### config.mk
export PLATFORM = sky130hd
export DESIGN_NAME = axil2wbm
export DESIGN_NICKNAME = d
export VERILOG_FILES = /design/src/rtl/axi_defs_pkg.sv /design/src/rtl/axil2wbm.sv
export SDC_FILE = /design/constraint.sdc
export NUM_CORES = 1
export LEC_CHECK = 0
export ABC_AREA = 1
export CAP_MARGIN = 10
export CORE_MARGIN = 3
export CORE_UTILIZATION = 40
export CTS_CLUSTER_DIAMETER = 200
export DETAILED_ROUTE_END_ITERATION = 7
export PLACE_DENSITY = 0.81
export SLEW_MARGIN = 10
export SYNTH_ARGS = -nofsm -noshare
export SYNTH_HDL_FRONTEND = slang
export SYNTH_SLANG_ARGS = --single-unit
### constraint.sdc
create_clock -name i_clk -period 1.9 [get_ports i_clk]
set_input_delay 0.38 -clock i_clk [delete_from_list [all_inputs] [get_ports i_clk]]
set_output_delay 0.38 -clock i_clk [all_outputs]
set_load 0.05 [all_outputs]
### src/rtl/axi_defs_pkg.sv
// Shared AXI/WB bridge definitions: response codes, bridge state encoding
// and a small helper that maps a bus outcome onto an AXI response code.
package axi_defs_pkg;

  localparam logic [1:0] RESP_OKAY   = 2'b00;
  localparam logic [1:0] RESP_SLVERR = 2'b10;

  typedef enum logic [2:0] {
    ST_IDLE  = 3'd0,
    ST_REQ   = 3'd1,
    ST_WAIT  = 3'd2,
    ST_BRESP = 3'd3,
    ST_RRESP = 3'd4
  } axil_state_t;

  // An error or a missing ack (timeout) reports SLVERR, a clean ack reports OKAY
  function automatic logic [1:0] bus_resp(input logic failed);
    return failed ? RESP_SLVERR : RESP_OKAY;
  endfunction

endpackage

### src/rtl/axil2wbm.sv
// AXI4-Lite slave to Wishbone pipelined master bridge.
// One transaction is in flight at a time; simultaneous read and write
// requests alternate, with writes winning first after reset.
// Optional bus-watchdog: define AXIL2WBM_TIMEOUT_EN to abort a WB access
// with SLVERR after TIMEOUT_CYCLES cycles without ack or err.
module axil2wbm
  import axi_defs_pkg::*;
#(
  parameter int C_AXI_ADDR_WIDTH = 28,
  parameter int C_AXI_DATA_WIDTH = 32,
  parameter int TIMEOUT_CYCLES   = 255,
  localparam int LSB = $clog2(C_AXI_DATA_WIDTH / 8),
  localparam int AW  = C_AXI_ADDR_WIDTH - LSB
) (
  input  logic                          i_clk,
  input  logic                          i_reset_n,
  input  logic                          i_axi_awvalid,
  output logic                          o_axi_awready,
  input  logic [C_AXI_ADDR_WIDTH-1:0]   i_axi_awaddr,
  input  logic                          i_axi_wvalid,
  output logic                          o_axi_wready,
  input  logic [C_AXI_DATA_WIDTH-1:0]   i_axi_wdata,
  input  logic [C_AXI_DATA_WIDTH/8-1:0] i_axi_wstrb,
  output logic                          o_axi_bvalid,
  input  logic                          i_axi_bready,
  output logic [1:0]                    o_axi_bresp,
  input  logic                          i_axi_arvalid,
  output logic                          o_axi_arready,
  input  logic [C_AXI_ADDR_WIDTH-1:0]   i_axi_araddr,
  output logic                          o_axi_rvalid,
  input  logic                          i_axi_rready,
  output logic [C_AXI_DATA_WIDTH-1:0]   o_axi_rdata,
  output logic [1:0]                    o_axi_rresp,
  output logic                          o_wb_cyc,
  output logic                          o_wb_stb,
  output logic                          o_wb_we,
  output logic [AW-1:0]                 o_wb_addr,
  output logic [C_AXI_DATA_WIDTH-1:0]   o_wb_data,
  output logic [C_AXI_DATA_WIDTH/8-1:0] o_wb_sel,
  input  logic                          i_wb_stall,
  input  logic                          i_wb_ack,
  input  logic                          i_wb_err,
  input  logic [C_AXI_DATA_WIDTH-1:0]   i_wb_data
);

  axil_state_t state;
  logic        last_write;
  logic [1:0]  resp_q;
  logic        wr_ok;
  logic        rd_ok;
  logic        in_bus;
  logic        timed_out;
  logic        wb_done;
  logic        done_err;

  assign wr_ok  = i_axi_awvalid && i_axi_wvalid;
  assign rd_ok  = i_axi_arvalid;
  assign in_bus = (state == ST_REQ) || (state == ST_WAIT);

  // The byte-lane bits of the AXI address never reach the word-addressed bus
  if (LSB > 0) begin : g_lsb
    logic unused_lsb;
    assign unused_lsb = ^{i_axi_awaddr[LSB-1:0], i_axi_araddr[LSB-1:0]};
  end

`ifdef AXIL2WBM_TIMEOUT_EN
  localparam int TW = (TIMEOUT_CYCLES > 1) ? $clog2(TIMEOUT_CYCLES) : 1;
  localparam logic [TW-1:0] TMO_LAST = TW'(TIMEOUT_CYCLES - 1);

  logic [TW-1:0] tmo_cnt;

  // Counts cycles spent on the bus; sits at zero so every new request starts fresh
  always_ff @(posedge i_clk or negedge i_reset_n) begin
    if (!i_reset_n) begin
      tmo_cnt <= '0;
    end else if (!in_bus) begin
      tmo_cnt <= '0;
    end else begin
      tmo_cnt <= tmo_cnt + TW'(1);
    end
  end

  assign timed_out = in_bus && (tmo_cnt == TMO_LAST);
`else
  localparam int unused_timeout = TIMEOUT_CYCLES;
  assign timed_out = 1'b0;
`endif

  // A bus access ends on ack, err, or the watchdog; anything but a clean ack is an error
  assign wb_done  = in_bus && (i_wb_ack || i_wb_err || timed_out);
  assign done_err = i_wb_err || !i_wb_ack;

  assign o_axi_bresp = resp_q;
  assign o_axi_rresp = resp_q;

  // Bridge FSM: arbitrate and accept in IDLE, run the WB access, then hold the AXI response
  always_ff @(posedge i_clk or negedge i_reset_n) begin
    if (!i_reset_n) begin
      state         <= ST_IDLE;
      last_write    <= 1'b0;
      o_axi_awready <= 1'b0;
      o_axi_wready  <= 1'b0;
      o_axi_arready <= 1'b0;
      o_axi_bvalid  <= 1'b0;
      o_axi_rvalid  <= 1'b0;
      o_axi_rdata   <= '0;
      resp_q        <= RESP_OKAY;
      o_wb_cyc      <= 1'b0;
      o_wb_stb      <= 1'b0;
      o_wb_we       <= 1'b0;
      o_wb_addr     <= '0;
      o_wb_data     <= '0;
      o_wb_sel      <= '0;
    end else begin
      case (state)
        ST_IDLE: begin
          if (o_axi_awready) begin
            o_axi_awready <= 1'b0;
            o_axi_wready  <= 1'b0;
            if (wr_ok) begin
              o_wb_addr  <= i_axi_awaddr[C_AXI_ADDR_WIDTH-1:LSB];
              o_wb_data  <= i_axi_wdata;
              o_wb_sel   <= i_axi_wstrb;
              o_wb_we    <= 1'b1;
              o_wb_cyc   <= 1'b1;
              o_wb_stb   <= 1'b1;
              last_write <= 1'b1;
              state      <= ST_REQ;
            end
          end else if (o_axi_arready) begin
            o_axi_arready <= 1'b0;
            if (rd_ok) begin
              o_wb_addr  <= i_axi_araddr[C_AXI_ADDR_WIDTH-1:LSB];
              o_wb_sel   <= '1;
              o_wb_we    <= 1'b0;
              o_wb_cyc   <= 1'b1;
              o_wb_stb   <= 1'b1;
              last_write <= 1'b0;
              state      <= ST_REQ;
            end
          end else if (wr_ok && (!rd_ok || !last_write)) begin
            o_axi_awready <= 1'b1;
            o_axi_wready  <= 1'b1;
          end else if (rd_ok) begin
            o_axi_arready <= 1'b1;
          end
        end

        ST_REQ, ST_WAIT: begin
          if (wb_done) begin
            o_wb_cyc <= 1'b0;
            o_wb_stb <= 1'b0;
            resp_q   <= bus_resp(done_err);
            if (o_wb_we) begin
              o_axi_bvalid <= 1'b1;
              state        <= ST_BRESP;
            end else begin
              o_axi_rdata  <= i_wb_data;
              o_axi_rvalid <= 1'b1;
              state        <= ST_RRESP;
            end
          end else if ((state == ST_REQ) && !i_wb_stall) begin
            o_wb_stb <= 1'b0;
            state    <= ST_WAIT;
          end
        end

        ST_BRESP: begin
          if (i_axi_bready) begin
            o_axi_bvalid <= 1'b0;
            state        <= ST_IDLE;
          end
        end

        ST_RRESP: begin
          if (i_axi_rready) begin
            o_axi_rvalid <= 1'b0;
            state        <= ST_IDLE;
          end
        end

        default: begin
          state <= ST_IDLE;
        end
      endcase
    end
  end

endmodule

Word level (Yosys, flattened, before mapping)

Index checks and enable logic that the tools add are counted.

Input port bits: 134
Register bits: 107
Output and inout bits: 106

Bitwise gates (word level): 2
Reductions and logical operators: 31
Multiplexer cells: 48
Eq/ne operators: 15

Operator list:

| kind                                                | count |
|---|---|
| two-way mux 26 bit                                  | 4 |
| two-way mux 3 bit                                   | 9 |
| two-way mux 1 bit                                   | 25 |
| two-way mux 4 bit                                   | 4 |
| != test 2 bit, second input constant                | 6 |
| != test 3 bit, second input constant                | 4 |
| case mux 3 bit (4 select lines)                     | 1 |
| AND reduction 4 bit                                 | 3 |
| nonzero test 2 bit                                  | 6 |
| AND reduction 5 bit                                 | 2 |
| AND reduction 3 bit                                 | 3 |
| case mux 1 bit (2 select lines)                     | 4 |
| equality test 3 x 2 -> 1 bit, second input constant | 2 |
| AND reduction 6 bit                                 | 1 |
| logical AND 1 bit                                   | 4 |
| zero test 1 bit                                     | 4 |
| logical OR 1 bit                                    | 4 |
| AND reduction 2 bit                                 | 2 |
| equality test 3 x 1 -> 1 bit, second input constant | 1 |
| equality test 3 bit, second input constant          | 1 |
| zero test 3 bit                                     | 1 |
| two-way mux 2 bit                                   | 1 |
| != test 2 x 1 -> 1 bit, second input constant       | 1 |
| inverter 1 bit                                      | 2 |
| OR reduction 2 bit                                  | 1 |

Depth between registers and ports, before layout

Depth in word-level cells: 6
Depth in mapped cells: 9
Depth with buffers taken out: 8

Least setup slack after synthesis

Ideal clock, no wire load.

Path kind: register -> register
Start: reg o_axi_awready
End: reg o_wb_addr[12]
Arrival: 1.435 ns
Slack: 0.337 ns
Cell stages (with the launch flop): 5
Data required time: 1.772 ns
Setup time: 0.128 ns
Cell sequence: dfrtp_1 -> buf_4 -> buf_2 -> mux2i_1 -> o21ai_0

Cells in the longest elaborated chain, start to end: 2

RTL lines:

| element                                                                              | RTL line        | text |
|---|---|---|
| start, declared                                                                      | axil2wbm.sv:18  | `output logic o_axi_awready,` |
| start signal, assigned                                                               | axil2wbm.sv:101 | `o_axi_awready <= 1'b0;` |
| start signal, assigned                                                               | axil2wbm.sv:118 | `o_axi_awready <= 1'b0;` |
| start signal, assigned                                                               | axil2wbm.sv:142 | `o_axi_awready <= 1'b1;` |
| != test 2 x 1 -> 1 bit (no source line) / nonzero test 2 bit (equally long branches) | --              |  |
| AND reduction 4 bit (no source line)                                                 | --              |  |
| end signal, assigned                                                                 | axil2wbm.sv:121 | `o_wb_addr <= i_axi_awaddr[C_AXI_ADDR_WIDTH-1:LSB];` |
| end signal, assigned                                                                 | axil2wbm.sv:133 | `o_wb_addr <= i_axi_araddr[C_AXI_ADDR_WIDTH-1:LSB];` |
| end, declared                                                                        | axil2wbm.sv:37  | `output logic [AW-1:0] o_wb_addr,` |

Several ways; a longest one is shown, not always the timed one.
A chain may end at the register's enable or synchronous reset.

Worst setup path in the final report

Start: reg o_wb_addr[21]
End: out o_wb_addr[21]

No word-level cell between the ends.

==> flow_metrics.tcl <==
set metrics [dict create \
    crit_path_cell_trace "clkdlybuf4s50_1" \
    buffer_ports.inserted 233 \
    ios 240 \
    fmax_ghz 0.535 \
    slowest_delay_ns 0.81 \
    diodes 0 \
    drive_gt1_frac 0.137 \
    crit_arrival_ns 1.49 \
    grt_pass1_wl_um 20500 \
    dp_hpwl_um 10200 \
    cts.sinks 106 \
    cp_num_buf_inv 1 \
    min_path_type "primary input to async pin" \
    slowest_stage "clkdlybuf4s50_1" \
    fp.dieH_um 114 \
    layout_commonest_cell "nand2_1" \
    rsz0062_at_grt "false" \
    synth_cells 496 \
    grt-ovfl-total 0 \
    violations "negative hold slack" \
    ys_seq_area_frac 0.566 \
    cp_top_family "buffers and inverters" \
    post-route-min-period_ns 1.87 \
    maxSlewViolCount 0 \
    grt.total_usage 0.198 \
    fin_crit_sh 0.983 \
    worst_hold_slack_ns -0.00405 \
    avgSynthCellArea_um2 9.45 \
    drt_pre_antenna_iters 4 \
    most-common-layout-cells "nand2_1 (157), clkdlybuf4s50_1 (137), dfrtp_1 (106), inv_1 (44), buf_4 (44)" \
    die_w_um 114 \
    h-tree-depth 3 \
    cts_tree "yes" \
    ys.flop_type "dfrtp_1" \
    stdcell_count 870 \
    path_clk_slew_ns 0.07 \
    place.gp.congestion 0.831 \
    filler_cell_count 891 \
    path_max_fanout 2 \
    netSwitchingFraction 0.498 \
    slew_headroom 0.641 \
    p_int_uw 6900 \
    crit_required_ns 1.52 \
    vias 4217 \
    clockRootBuffer "clkbuf_16" \
    wl_per_cell_um 15.2 \
    grt_pass1_vias 4153 \
    async_flop_share 1.00 \
    core_mm2 0.0111 \
    clk_path_buf_depth 2 \
    drcViolationCount 0 \
    synth-edff-count 0 \
    ant_nets 0 \
    syn_area_mm2 0.00469 \
    vias_per_cell 4.85 \
    tns_ns 0 \
    cts_hold_buf 0 \
    grt_max_degree 53 \
    worstMarginPinSlew_ns 0.537 \
    setup_viol 0 \
    skew_ns 0.00947 \
    syn2layout_area_growth_pct 59.7 \
    yosysUniqueCellTypes 30 \
    ir_drop_mv 1.13 \
    pwr-share-seq 0.279 \
    start_util 0.421 \
    yosysWarnings 0 \
    path_class "register to primary output" \
    rows 38 \
    synth_seq_cells 106 \
    final_nets 859 \
    reg2reg_from "state[2]$_DFFE_PN0P_" \
    numCtsBuffers 9 \
    cp-startpoint "o_wb_addr[21]$_DFFE_PN0P_" \
    p_switching_uw 6830 \
    final_hold_viol_count 12 \
    dp_cells 854 \
    insertion_delay_ns 0.34 \
    drt_iter0_drc 197 \
    powerDensity_mw_per_mm2 1830 \
    worstSetupStartpointType "register" \
    status "complete, but fails checks" \
    antenna_found_initial 0 \
    clockPowerShare 0.149 \
    total_leakage_power_uw 0.00413 \
    crit_path_end_kind "primary output" \
    dieArea_mm2 0.0131 \
    drv_cap 0 \
    drt-total-wl_um 13200 \
    pwr-share-comb 0.573 \
]
## worst paths after layout
path                       cells after the start                     endpoint  slack (ns)
setup / recovery                               1                o_wb_addr[21]        0.03
hold / removal                                 1      o_wb_sel[2]$_DFFE_PN0P_      -0.004
setup reg to reg                               8  o_axi_rdata[12]$_DFFE_PN0P_        0.28
hold reg to reg                                2  o_axi_rdata[30]$_DFFE_PN0P_        0.47
max in group asynchronous                      2    o_wb_data[21]$_DFFE_PN0P_        1.29
min in group i_clk                             2  o_axi_rdata[30]$_DFFE_PN0P_        0.47
## area by class of cell
| class | count | area, µm² | area share |
|---|---|---|---|
| clock buffer | 10 | 239 | 0.0319 |
| sequential | 106 | 2650 | 0.354 |
| multi-input combinational | 315 | 1650 | 0.221 |
| inverter | 48 | 185 | 0.0247 |
| timing repair buffer | 245 | 2480 | 0.332 |
| tap | 140 | 175 | 0.0234 |
| clock inverter | 6 | 95.1 | 0.0127 |
## routing by layer
metal  GRT usage  part of all wire  vias up
met1       0.233              0.40     2005
met2       0.349              0.50      163
met4      0.0633             0.020        0
met3      0.0555             0.083       17
met5           0                 0        -
li1            -                 -     2032
## power by group through the flow
stage          registers, µW  clock network, µW  logic (µW)
3_5_place_dp            3870                  0        8080
3_3_place_gp            3840                  0        7910
5_1_grt                 3940               2160        8330
2_1_floorplan           7150                  0        2030
4_1_cts                 3850               2090        7970
6_report                3830               2040        7860
## state kept, by name, indices dropped and copies added, names as in the netlist, 3 cells and up
| signal | count |
|---|---|
| o_wb_data | 32 |
| o_axi_rdata | 32 |
| o_wb_addr | 26 |
| o_wb_sel | 4 |
| state | 3 |
## cells in the mapped netlist, types with 2 or more instances
library cell,number,area share
nand2_1,157,0.13
dfrtp_1,106,0.57
inv_1,44,0.035
nand3_1,39,0.042
o21ai_1,33,0.035
mux2i_1,26,0.056
o21ai_2,23,0.043
buf_2,12,0.013
nor2_1,9,0.0072
o21ai_0,9,0.0096
buf_4,7,0.011
buf_6,7,0.017
a21oi_1,3,0.0032
clkbuf_1,2,0.0016
inv_2,2,0.0016
nand2_4,2,0.0048
nor2_4,2,0.0048
## kinds of logic (layout without fill, tap and decap cells)
logic type | Yosys count | count (layout) | synth area share
compound gates | 72 | 72 | 0.0980
simple gates | 215 | 215 | 0.198
buf+inv | 76 | 309 | 0.0820
flops | 106 | 106 | 0.566
other cells | 1 | 2 | 0.000800
mux | 26 | 26 | 0.0555
## timing repair
item,CTS,global route
pin swaps,0,0
resized for setup,17,41
buffers inserted,0,0
endpoints found under the setup margin,17,41
## stage by stage
step	hold WS (ns)	instance area [µm²]	power (µW)	util	setup WS (ns)
finish	-0.00405	7480	13700	0.673	0.0316
global route	0.0198	7480	14400	0.673	0.0000567
CTS	0.000198	7380	13900	0.664	0.000364
detailed placement	0.361	7070	12000	0.635	0.140
global placement	0.358	7070	11800	0.635	0.199
floorplan	0.0844	4690	9190	-	0.337
No activity file was read; power rests on OpenSTA's default activity.
